### config.mk
export PLATFORM = sky130hd
export DESIGN_NAME = mult_seq_param
export DESIGN_NICKNAME = d
export VERILOG_FILES = /design/src/rtl/mult_seq_param.sv
export SDC_FILE = /design/constraint.sdc
export NUM_CORES = 1
export LEC_CHECK = 0
export BUFFER_PORTS_ARGS = -buffer_cell sky130_fd_sc_hd__buf_2
export CORE_ASPECT_RATIO = 1.25
export CORE_UTILIZATION = 59
export CTS_CLUSTER_SIZE = 25
export DETAILED_ROUTE_END_ITERATION = 12
export GPL_ROUTABILITY_DRIVEN = 0
export PLACE_DENSITY = 0.83
export REMOVE_ABC_BUFFERS = 1
export SKIP_LAST_GASP = 1
export SLEW_MARGIN = 20
export SYNTH_ARGS = -nofsm -noshare
export SYNTH_HDL_FRONTEND = slang
export SYNTH_SLANG_ARGS = --single-unit
### constraint.sdc
create_clock -name clk -period 3.9 [get_ports clk]
set_input_delay 1.17 -clock clk [delete_from_list [all_inputs] [get_ports clk]]
set_output_delay 1.17 -clock clk [all_outputs]
set_load 0.01 [all_outputs]
### src/rtl/mult_seq_param.sv
// Parametrised shift-add sequential multiplier.
// Retires BPC multiplier bits per cycle; unsigned or two's-complement operands.
module mult_seq_param #(
    parameter int WIDTH = 8,
    parameter int BPC   = 1
) (
    input  logic               clk,
    input  logic               rst,
    input  logic               in_valid,
    output logic               in_ready,
    input  logic [WIDTH-1:0]   x,
    input  logic [WIDTH-1:0]   y,
    input  logic               signed_md,
    output logic               out_valid,
    input  logic               out_ready,
    output logic [2*WIDTH-1:0] o,
    output logic               busy
);
    localparam int N  = WIDTH / BPC;
    localparam int PW = 2 * WIDTH;
    localparam int IW = (N > 1) ? $clog2(N) : 1;
    localparam logic [IW-1:0] LAST = IW'(N - 1);

    typedef enum logic [1:0] {
        IDLE,
        RUN,
        DONE
    } state_t;

    state_t          state_q, state_d;
    logic [PW-1:0]   mcand_q, mcand_d;
    logic [PW-1:0]   acc_q, acc_d;
    logic [PW-1:0]   o_q, o_d;
    logic [WIDTH-1:0] mplier_q, mplier_d;
    logic [IW-1:0]   iter_q, iter_d;
    logic            sm_q, sm_d;
    logic            out_valid_q, out_valid_d;
    logic [PW-1:0]   pp;
    logic            last;

    assign in_ready  = (state_q == IDLE) && !rst;
    assign busy      = (state_q != IDLE);
    assign out_valid = out_valid_q;
    assign o         = o_q;
    assign last      = (iter_q == LAST);

    // Weighted partial product of the current slice; the signed top bit counts negative
    always_comb begin
        pp = '0;
        for (int b = 0; b < BPC; b++) begin
            if (mplier_q[b]) begin
                if (sm_q && last && (b == BPC - 1)) begin
                    pp = pp - (mcand_q << b);
                end else begin
                    pp = pp + (mcand_q << b);
                end
            end
        end
    end

    // Next-state and datapath updates for IDLE -> RUN -> DONE
    always_comb begin
        state_d     = state_q;
        mcand_d     = mcand_q;
        mplier_d    = mplier_q;
        iter_d      = iter_q;
        sm_d        = sm_q;
        acc_d       = acc_q;
        o_d         = o_q;
        out_valid_d = out_valid_q;
        unique case (state_q)
            IDLE: begin
                if (in_valid) begin
                    mcand_d  = signed_md ? {{WIDTH{x[WIDTH-1]}}, x}
                                         : {{WIDTH{1'b0}}, x};
                    mplier_d = y;
                    sm_d     = signed_md;
                    acc_d    = '0;
                    iter_d   = '0;
                    state_d  = RUN;
                end
            end
            RUN: begin
                acc_d    = acc_q + pp;
                mcand_d  = mcand_q << BPC;
                mplier_d = mplier_q >> BPC;
                iter_d   = iter_q + IW'(1);
                if (last) begin
                    o_d         = acc_q + pp;
                    out_valid_d = 1'b1;
                    state_d     = DONE;
                end
            end
            DONE: begin
                if (out_ready) begin
                    out_valid_d = 1'b0;
                    state_d     = IDLE;
                end
            end
            default: state_d = IDLE;
        endcase
    end

    // State register with synchronous reset
    always_ff @(posedge clk) begin
        if (rst) begin
            state_q     <= IDLE;
            mcand_q     <= '0;
            mplier_q    <= '0;
            iter_q      <= '0;
            sm_q        <= 1'b0;
            acc_q       <= '0;
            o_q         <= '0;
            out_valid_q <= 1'b0;
        end else begin
            state_q     <= state_d;
            mcand_q     <= mcand_d;
            mplier_q    <= mplier_d;
            iter_q      <= iter_d;
            sm_q        <= sm_d;
            acc_q       <= acc_d;
            o_q         <= o_d;
            out_valid_q <= out_valid_d;
        end
    end

endmodule
Yosys cells after proc, flatten, opt, wreduce, memory -nomap -nowiden. Cells that the tools add are included.

$add $sub $neg: 3. Eq/ne operators: 6. Muxes and demuxes: 18. Reductions and logical operators: 12.

Operators by type and width (number): 16-bit two-way mux (5); 16-bit case mux with 2 select lines (2); 16-bit adder (1); 8-bit case mux with 2 select lines (1); 1-bit by 16-bit subtractor with 16-bit output, first input constant (1); 8-bit two-way mux (1); 2-bit two-way mux (3); 2-bit inequality test, second input constant (3); 2-bit case mux with 3 select lines (1); 3-bit case mux with 2 select lines (1); 2-bit AND reduction (3); 3-bit AND reduction (2); 2-bit nonzero test (3); 3-bit by 1-bit adder with 3-bit output, second input constant (1); 3-bit equality test, second input constant (1); 3-bit two-way mux (1); 2-bit by 1-bit equality test with 1-bit output, second input constant (1); 2-bit equality test, second input constant (1); 1-bit logical AND (2); 2-bit zero test (1); 1-bit two-way mux (2); 1-bit case mux with 2 select lines (1); 1-bit zero test (1).

Register bits: 63. Input port bits: 21. Output and inout port bits: 19. Word-level logic and storage cells: 47.

Longest topological paths before layout. Gate-level depths: netlist (run 1).

Word-level depth: 6. Mapped depth: 15.

Worst setup path after synthesis (run 1). OpenSTA, ideal clock, no wires.

Kind: input -> output. Start point: input port rst. End point: output port in_ready. Arrival time: 2.058 ns. Required time: 2.730 ns. Setup slack: 0.672 ns. Cell stages on the path: 4. Buffers on the path: 3. Cells stage by stage: clkbuf_1 clkbuf_1 clkbuf_1 nor2_1.

Longest elaborated chain between the ends: 2.

RTL lines: start: declaration (RTL line 8) `input logic rst,`; 1-bit zero test (RTL line 41) `assign in_ready = (state_q == IDLE) && !rst;`; 1-bit logical AND (RTL line 41); end: declaration (RTL line 10) `output logic in_ready,`.

Every way passes these cells.

Worst setup path after layout (run 1).
Start point: register mcand_q[2]. End point: register o_q[12] (netlist: o[12]).

Longest elaborated chain between the ends: 4.

RTL lines: start: declaration (RTL line 31) `logic [PW-1:0] mcand_q, mcand_d;`; start signal: assignment (RTL line 117) `mcand_q <= mcand_d;`; 1-bit by 16-bit subtractor with 16-bit output (RTL line 53) `pp = pp - (mcand_q << b);`; 16-bit two-way mux * (RTL line 52) `if (sm_q && last && (b == BPC - 1)) begin`; 16-bit two-way mux * (RTL line 51) `if (mplier_q[b]) begin`; 16-bit adder * (RTL line 89) `o_d = acc_q + pp;`; end signal: assignment (RTL line 113) `o_q <= '0;`; end signal: assignment (RTL line 122) `o_q <= o_d;`; end: declaration (RTL line 33) `logic [PW-1:0] o_q, o_d;`.

Every way passes the cells marked *; elsewhere a longest branch is shown, timed or not. A chain may end at the register's enable or synchronous reset.

==> flow_summary.toml, run 1 <==
[status]
status = "complete, no violations"

[yosys]
synth_largest_area_cell = "dfxtp_1"
synth_edf_count = 0
syn_inst = 471
async_flop_share = 0
syn_avg_cell_area_sq_um = 7.67
synth_cell_type_count = 47
ys_ff_latch = 63
synth_top_area_frac = 0.349
synthFlopType = "dfxtp_1"
yosysWarnings = 0
syn_area_sq_mm = 0.00361
ys_top_cells_by_area = "dfxtp_1 35%, nand2_1 8.5%, a21oi_1 6.2%, ha_1 6.2%, nand3_1 4.2%"
seq_area_frac_synth = 0.349

[routing]
first_pass_iters = 5
routed-wl-met2_um = 4170
via_per_inst = 5.87
route.detailed.drc = 0
vias = 3411
wl_met3_um = 481
highest_layer = "met4"
drt_iter0_drc = 212
wire_per_inst_um = 14.3
ant_nets = 0
drt-total-wl_um = 8330
met1Wirelength_um = 3500

[power]
ir_worst_vdd_uv = 235
power_density_mw_per_mm2 = 370
pwr-share-seq = 0.465
power.share.clock = 0.428
power_mw = 1.50
switching_power_mw = 0.392
internal_power_mw = 1.10
p_comb_frac = 0.108
p_leak_nw = 1.69
switching_share = 0.262

[floorplan]
die-area_sq_mm = 0.00644
fp.coreArea_sq_mm = 0.00586
dieHeight_um = 89.5
io_pins = 40
rows = 31
die_w_um = 72.0
initial_core_util = 0.617

[min_path]
hp-class = "reg2reg"

[final_layout]
utilization = 0.690
n_antenna_cell = 0
fill_cells = 486
syn2layout_area_growth_pct = 11.8
register_area_sq_mm = 0.00126
multi_input_area_sq_mm = 0.00220
drive_above_1_share = 0.122
nNetsFinal = 534

[setup_path]
path_max_fanout = 7
crit_type = "reg2reg"
critPathLaunchType = "register"
crit_path_end_kind = "register"
critPathRequiredTime_ns = 4.17
arrival_ns = 3.90

[timing]
rsz0062_at_grt = "false"
drv_slew = 0
tightestPinTransition_ns = 1.07
finalSetupViolations = 0
fin_tns_setup_ns = 0
period_minus_slack_ns = 3.63
fmax_mhz = 276
max_slew_margin = 0.289
final.period_utilization = 0.930
hold_violations = 0
skew_ns = 0.00948

[clocking]
htreeDepth = 3
clk-insertion-delay-late_ns = 0.35
cts_buffers = 9
cts_tree = "built"
cts_buffer_depth = 2
cts.root.buffer_cell = "clkbuf_8"
cts.sinks = 63
clkTransAtPathRegs_ns = 0.07
hold_buffers = 0
cts_setup_buffers = 0
cts-resized-gates = 0

[global_route]
grt_use_total = 0.281
antenna_found_initial = 0
grt_pass1_vias = 3065
grt_max_degree = 77
gr-total-overflow = 0
grt_first_pass_wirelength_um = 14100

[placement]
io_buffers = 39
hpwl_um = 5640

[flow_run]
maxCapViolations = 0
-- cells in the mapped netlist, types with 3 or more instances --
library cell,count
or4_1,5
nand4b_1,6
a21boi_0,3
nor2_1,37
nor4b_1,3
inv_1,8
nand2_1,82
a31oi_1,12
o31ai_1,3
buf_1,4
or3_1,8
ha_1,18
nand2b_1,5
and3_1,4
o21a_1,5
clkbuf_1,25
nand3_1,30
dfxtp_1,63
a311oi_1,13
a21o_1,3
o21ai_0,13
xor2_1,7
nor3_1,4
nand3b_1,3
and2_1,16
nor2b_1,5
a21oi_1,45
xnor2_1,14
a22oi_1,4
-- worst paths after layout --
path / startpoint / to / slack, ns / depth (start not counted)
max: mcand_q[2]$_SDFFE_PP0P_ / o[12]$_SDFFE_PP0P_ / 0.27 / 13
min: o[13]$_SDFFE_PP0P_ / o[13]$_SDFFE_PP0P_ / 0.45 / 2
max reg2reg: mcand_q[2]$_SDFFE_PP0P_ / o[12]$_SDFFE_PP0P_ / 0.27 / 13
min reg2reg: o[13]$_SDFFE_PP0P_ / o[13]$_SDFFE_PP0P_ / 0.45 / 2
-- cell usage in the layout, fill, tap and decap left out, types with 4 or more instances in the layout --
| master | n |
|---|---|
| xnor2_1 | 14 |
| ha_1 | 18 |
| nand2_1 | 82 |
| clkbuf_8 | 10 |
| nor2b_1 | 5 |
| a311oi_1 | 13 |
| nor3_1 | 4 |
| a21oi_1 | 45 |
| a31oi_1 | 12 |
| or3_1 | 8 |
| nand3_1 | 30 |
| and2_1 | 16 |
| inv_1 | 8 |
| nor2_1 | 37 |
| and3_1 | 4 |
| xor2_1 | 7 |
| nand2b_1 | 4 |
| o21ai_0 | 13 |
| o21a_1 | 5 |
| nand4b_1 | 6 |
| buf_2 | 39 |
| a22oi_1 | 4 |
| dfxtp_1 | 63 |
| or4_1 | 5 |
-- critical path: stages (launching register included) --
cell and delay, ns:
dfxtp_1 0.36, or3_1 0.42, or3_1 0.37, o31ai_1 0.31, xnor2_1 0.10, and2_1 0.16, ha_1 0.36, a21oi_1 0.16
o21ai_0 0.22, or3_1 0.39, o32ai_1 0.29, xnor2_1 0.19, nand2_1 0.07, a21oi_1 0.14
-- cells by family after synthesis --
group,Yosys count,synth area share
and+or+nand+nor,216,0.291
AOI/OAI and AO/OA,113,0.197
DFF,63,0.349
buffers and inverters,38,0.0416
xor gates and xnor gates,21,0.0509
adders and majority gates,19,0.0679
muxes,1,0.00277
-- power groups by stage --
| stage | Sequential, mW | Combinational [mW] | Clock, mW |
|---|---|---|---|
| floorplan | 0.701 | 0.106 | 0 |
| global placement | 0.708 | 0.156 | 0 |
| detailed placement | 0.710 | 0.159 | 0 |
| CTS | 0.695 | 0.161 | 0.643 |
| global route | 0.699 | 0.182 | 0.681 |
| finish | 0.695 | 0.161 | 0.640 |
-- state kept, by name (all words and copies together) (netlist names) --
register	flops
sm_q	1
acc_q	16
state_q	2
mplier_q	8
out_valid	1
o	16
iter_q	3
mcand_q	16
-- per-stage QoR --
step	worst slack (ns)	hold slack [ns]	cells	area, sq um
after floorplan	0.735	0.439	441	3490
after global placement	0.502	0.438	565	3820
after detailed placement	0.378	0.443	565	3820
after CTS	0.309	0.452	581	4040
after global routing	0.0145	0.478	581	4040
final	0.271	0.451	581	4040
-- layout make-up --
cell class	count	share of cell area
tap	82	0.0254
timing repair buffer	42	0.0539
clock buffer	11	0.0350
inverter	8	0.00743
sequential	63	0.312
clock inverter	5	0.0201
multi-input combinational	370	0.546
-- routing by layer --
layer | vias up | track usage
met5 | - | 0
met4 | 0 | 0.132
met3 | 16 | 0.0485
met2 | 94 | 0.484
met1 | 1585 | 0.344
li1 | 1716 | -
Note: power is estimated with default switching activity, not from simulation.
==> run 2, diff against run 1 <==
- ABC_AREA: unset -> 1
- CORE_ASPECT_RATIO: 1.25 -> unset
==> flow_summary.toml, run 2 <==
[power]
p_leak_nw = 1.85
switching_share = 0.279
p_comb_frac = 0.120
pwr-share-seq = 0.486
switching_power_mw = 0.400
internal_power_mw = 1.03
power_density_mw_per_mm2 = 358
power.share.clock = 0.394
ir_worst_vdd_uv = 322

[global_route]
grt_first_pass_wirelength_um = 13500
antenna_found_initial = 0
grt_use_total = 0.271
gr-total-overflow = 0
grt_pass1_vias = 3126
grt_max_degree = 43

[yosys]
ys_top_cells_by_area = "dfxtp_1 35%, nand2_1 15%, a21oi_1 7.3%, ha_1 6.2%, o21ai_0 5.4%"
ys_top_cells_by_count = "144 x nand2_1, 63 x dfxtp_1, 53 x a21oi_1"
yosysWarnings = 0
synth_edf_count = 0
synth_cell_type_count = 37
syn_avg_cell_area_sq_um = 7.04
syn_area_sq_mm = 0.00361
synth_largest_area_cell = "dfxtp_1"
yosysMostFrequentCell = "nand2_1"
synthFlopType = "dfxtp_1"
async_flop_share = 0
ys_ff_latch = 63
synth_top_area_frac = 0.349
seq_area_frac_synth = 0.349
syn_inst = 513

[routing]
drt_iter0_drc = 233
wire_per_inst_um = 12.8
vias = 3424
first_pass_iters = 4
route.detailed.drc = 0
drt-total-wl_um = 8010
ant_nets = 0
via_per_inst = 5.47

[timing]
finalSetupViolations = 0
rsz0062_at_grt = "false"
drv_slew = 0
hold_violations = 0
period_minus_slack_ns = 3.11
final.period_utilization = 0.797
max_slew_margin = 0.574
fmax_mhz = 322
tightestPinTransition_ns = 0.638
skew_ns = 0.00904
fin_tns_setup_ns = 0

[clocking]
htreeDepth = 3
cts_buffer_depth = 2
cts_setup_buffers = 0
cts.sinks = 63
cts_tree = "built"
clk-insertion-delay-late_ns = 0.35
cts.root.buffer_cell = "clkbuf_8"
clkTransAtPathRegs_ns = 0.07
cts_buffers = 9
hold_buffers = 0
cts-resized-gates = 0

[floorplan]
rows = 28
fp.coreArea_sq_mm = 0.00592
initial_core_util = 0.610
die-area_sq_mm = 0.00644
io_pins = 40
die_w_um = 80.2
dieHeight_um = 80.2

[final_layout]
n_antenna_cell = 0
final_common_cell = "nand2_1"
register_area_sq_mm = 0.00126
utilization = 0.677
multi_input_area_sq_mm = 0.00206
drive_above_1_share = 0.158
nNetsFinal = 586
layout_common_cells = "144 x nand2_1, 63 x dfxtp_1, 53 x a21oi_1"
fill_cells = 527
syn2layout_area_growth_pct = 11.1

[placement]
io_buffers = 39
hpwl_um = 5590

[status]
status = "complete, no violations"

[flow_run]
maxCapViolations = 0

[setup_path]
r2r_slack_ns = 0.79
path_max_fanout = 9
critPathRequiredTime_ns = 4.17
crit_path_end_kind = "register"
crit_type = "reg2reg"
critPathLaunchType = "register"
arrival_ns = 3.37

[min_path]
hp-class = "reg2reg"
## run 2: cell types whose count changed after synthesis, sizes merged, moves of 13 or more
| cell | previous run | this run |
|---|---|---|
| inv | 8 | 51 |
| and2 | 16 | 2 |
| clkbuf | 25 | 7 |
| nand2 | 82 | 149 |
| a311oi | 13 | 0 |
| o21ai | 14 | 43 |
## run 2: kinds of logic after synthesis
group	Yosys count	synth area share
compound gates	140	0.227
xor+xnor	10	0.0243
fa+ha+maj	19	0.0679
buf+inv	70	0.0811
flops	63	0.349
simple gates	211	0.251
## run 2: area by class of cell
cell class,count,share of cell area
tap,75,0.0234
sequential,63,0.315
inverter,51,0.0477
clock buffer,10,0.0343
multi-input combinational,380,0.513
timing repair buffer,41,0.0524
clock inverter,6,0.0150
## run 2: worst max-delay path: stages, from the launching register on
cell      delay [ns]
dfxtp_1         0.36
ha_1            0.16
ha_1            0.18
nand2_2         0.15
inv_2           0.20
nor2_1          0.07
nor3_1          0.23
inv_1           0.12
fa_1            0.45
nand3b_1        0.19
nand2_2         0.12
a21oi_4         0.08
o21ai_2         0.17
nand2_1         0.11
nand2_1         0.08
nand2_1         0.05
nand2_1         0.08
nand2_1         0.07
a21oi_1         0.15
## run 2: path summary, 6_finish.rpt
path                                  to  cells past startpoint                    from
setup reg to reg  acc_q[14]$_SDFFE_PP0P_                     18  iter_q[0]$_SDFFE_PP0P_
hold reg to reg        o[1]$_SDFFE_PP0P_                      2       o[1]$_SDFFE_PP0P_
setup / recovery  acc_q[14]$_SDFFE_PP0P_                     18  iter_q[0]$_SDFFE_PP0P_
hold / removal         o[1]$_SDFFE_PP0P_                      2       o[1]$_SDFFE_PP0P_
## run 2: metrics by stage
step | hold slack, ns | power [mW] | cell area (sq um) | setup WS (ns) | std cells
floorplan | 0.431 | 0.824 | 3510 | 1.35 | 494
global placement | 0.446 | 0.876 | 3810 | 0.979 | 610
detailed placement | 0.450 | 0.881 | 3810 | 0.939 | 610
CTS | 0.466 | 1.44 | 4010 | 0.803 | 626
global route | 0.478 | 1.50 | 4010 | 0.548 | 626
finish | 0.463 | 1.43 | 4010 | 0.794 | 626
## run 2: power by group through the flow
stage	Combinational, mW	Clock (mW)	Sequential (mW)
floorplan	0.120	0	0.704
global placement	0.166	0	0.711
detailed placement	0.170	0	0.712
CTS	0.171	0.573	0.697
global route	0.196	0.605	0.701
finish	0.172	0.565	0.698
## run 2: per-layer routing
metal | wire [um] | track usage | up-vias | part of all wire
met5 | 0 | 0 | - | 0
li1 | - | - | 1773 | -
met2 | 3920 | 0.464 | 88 | 0.49
met1 | 3540 | 0.320 | 1551 | 0.44
met3 | 430 | 0.0818 | 12 | 0.054
met4 | 123 | 0.0911 | 0 | 0.015
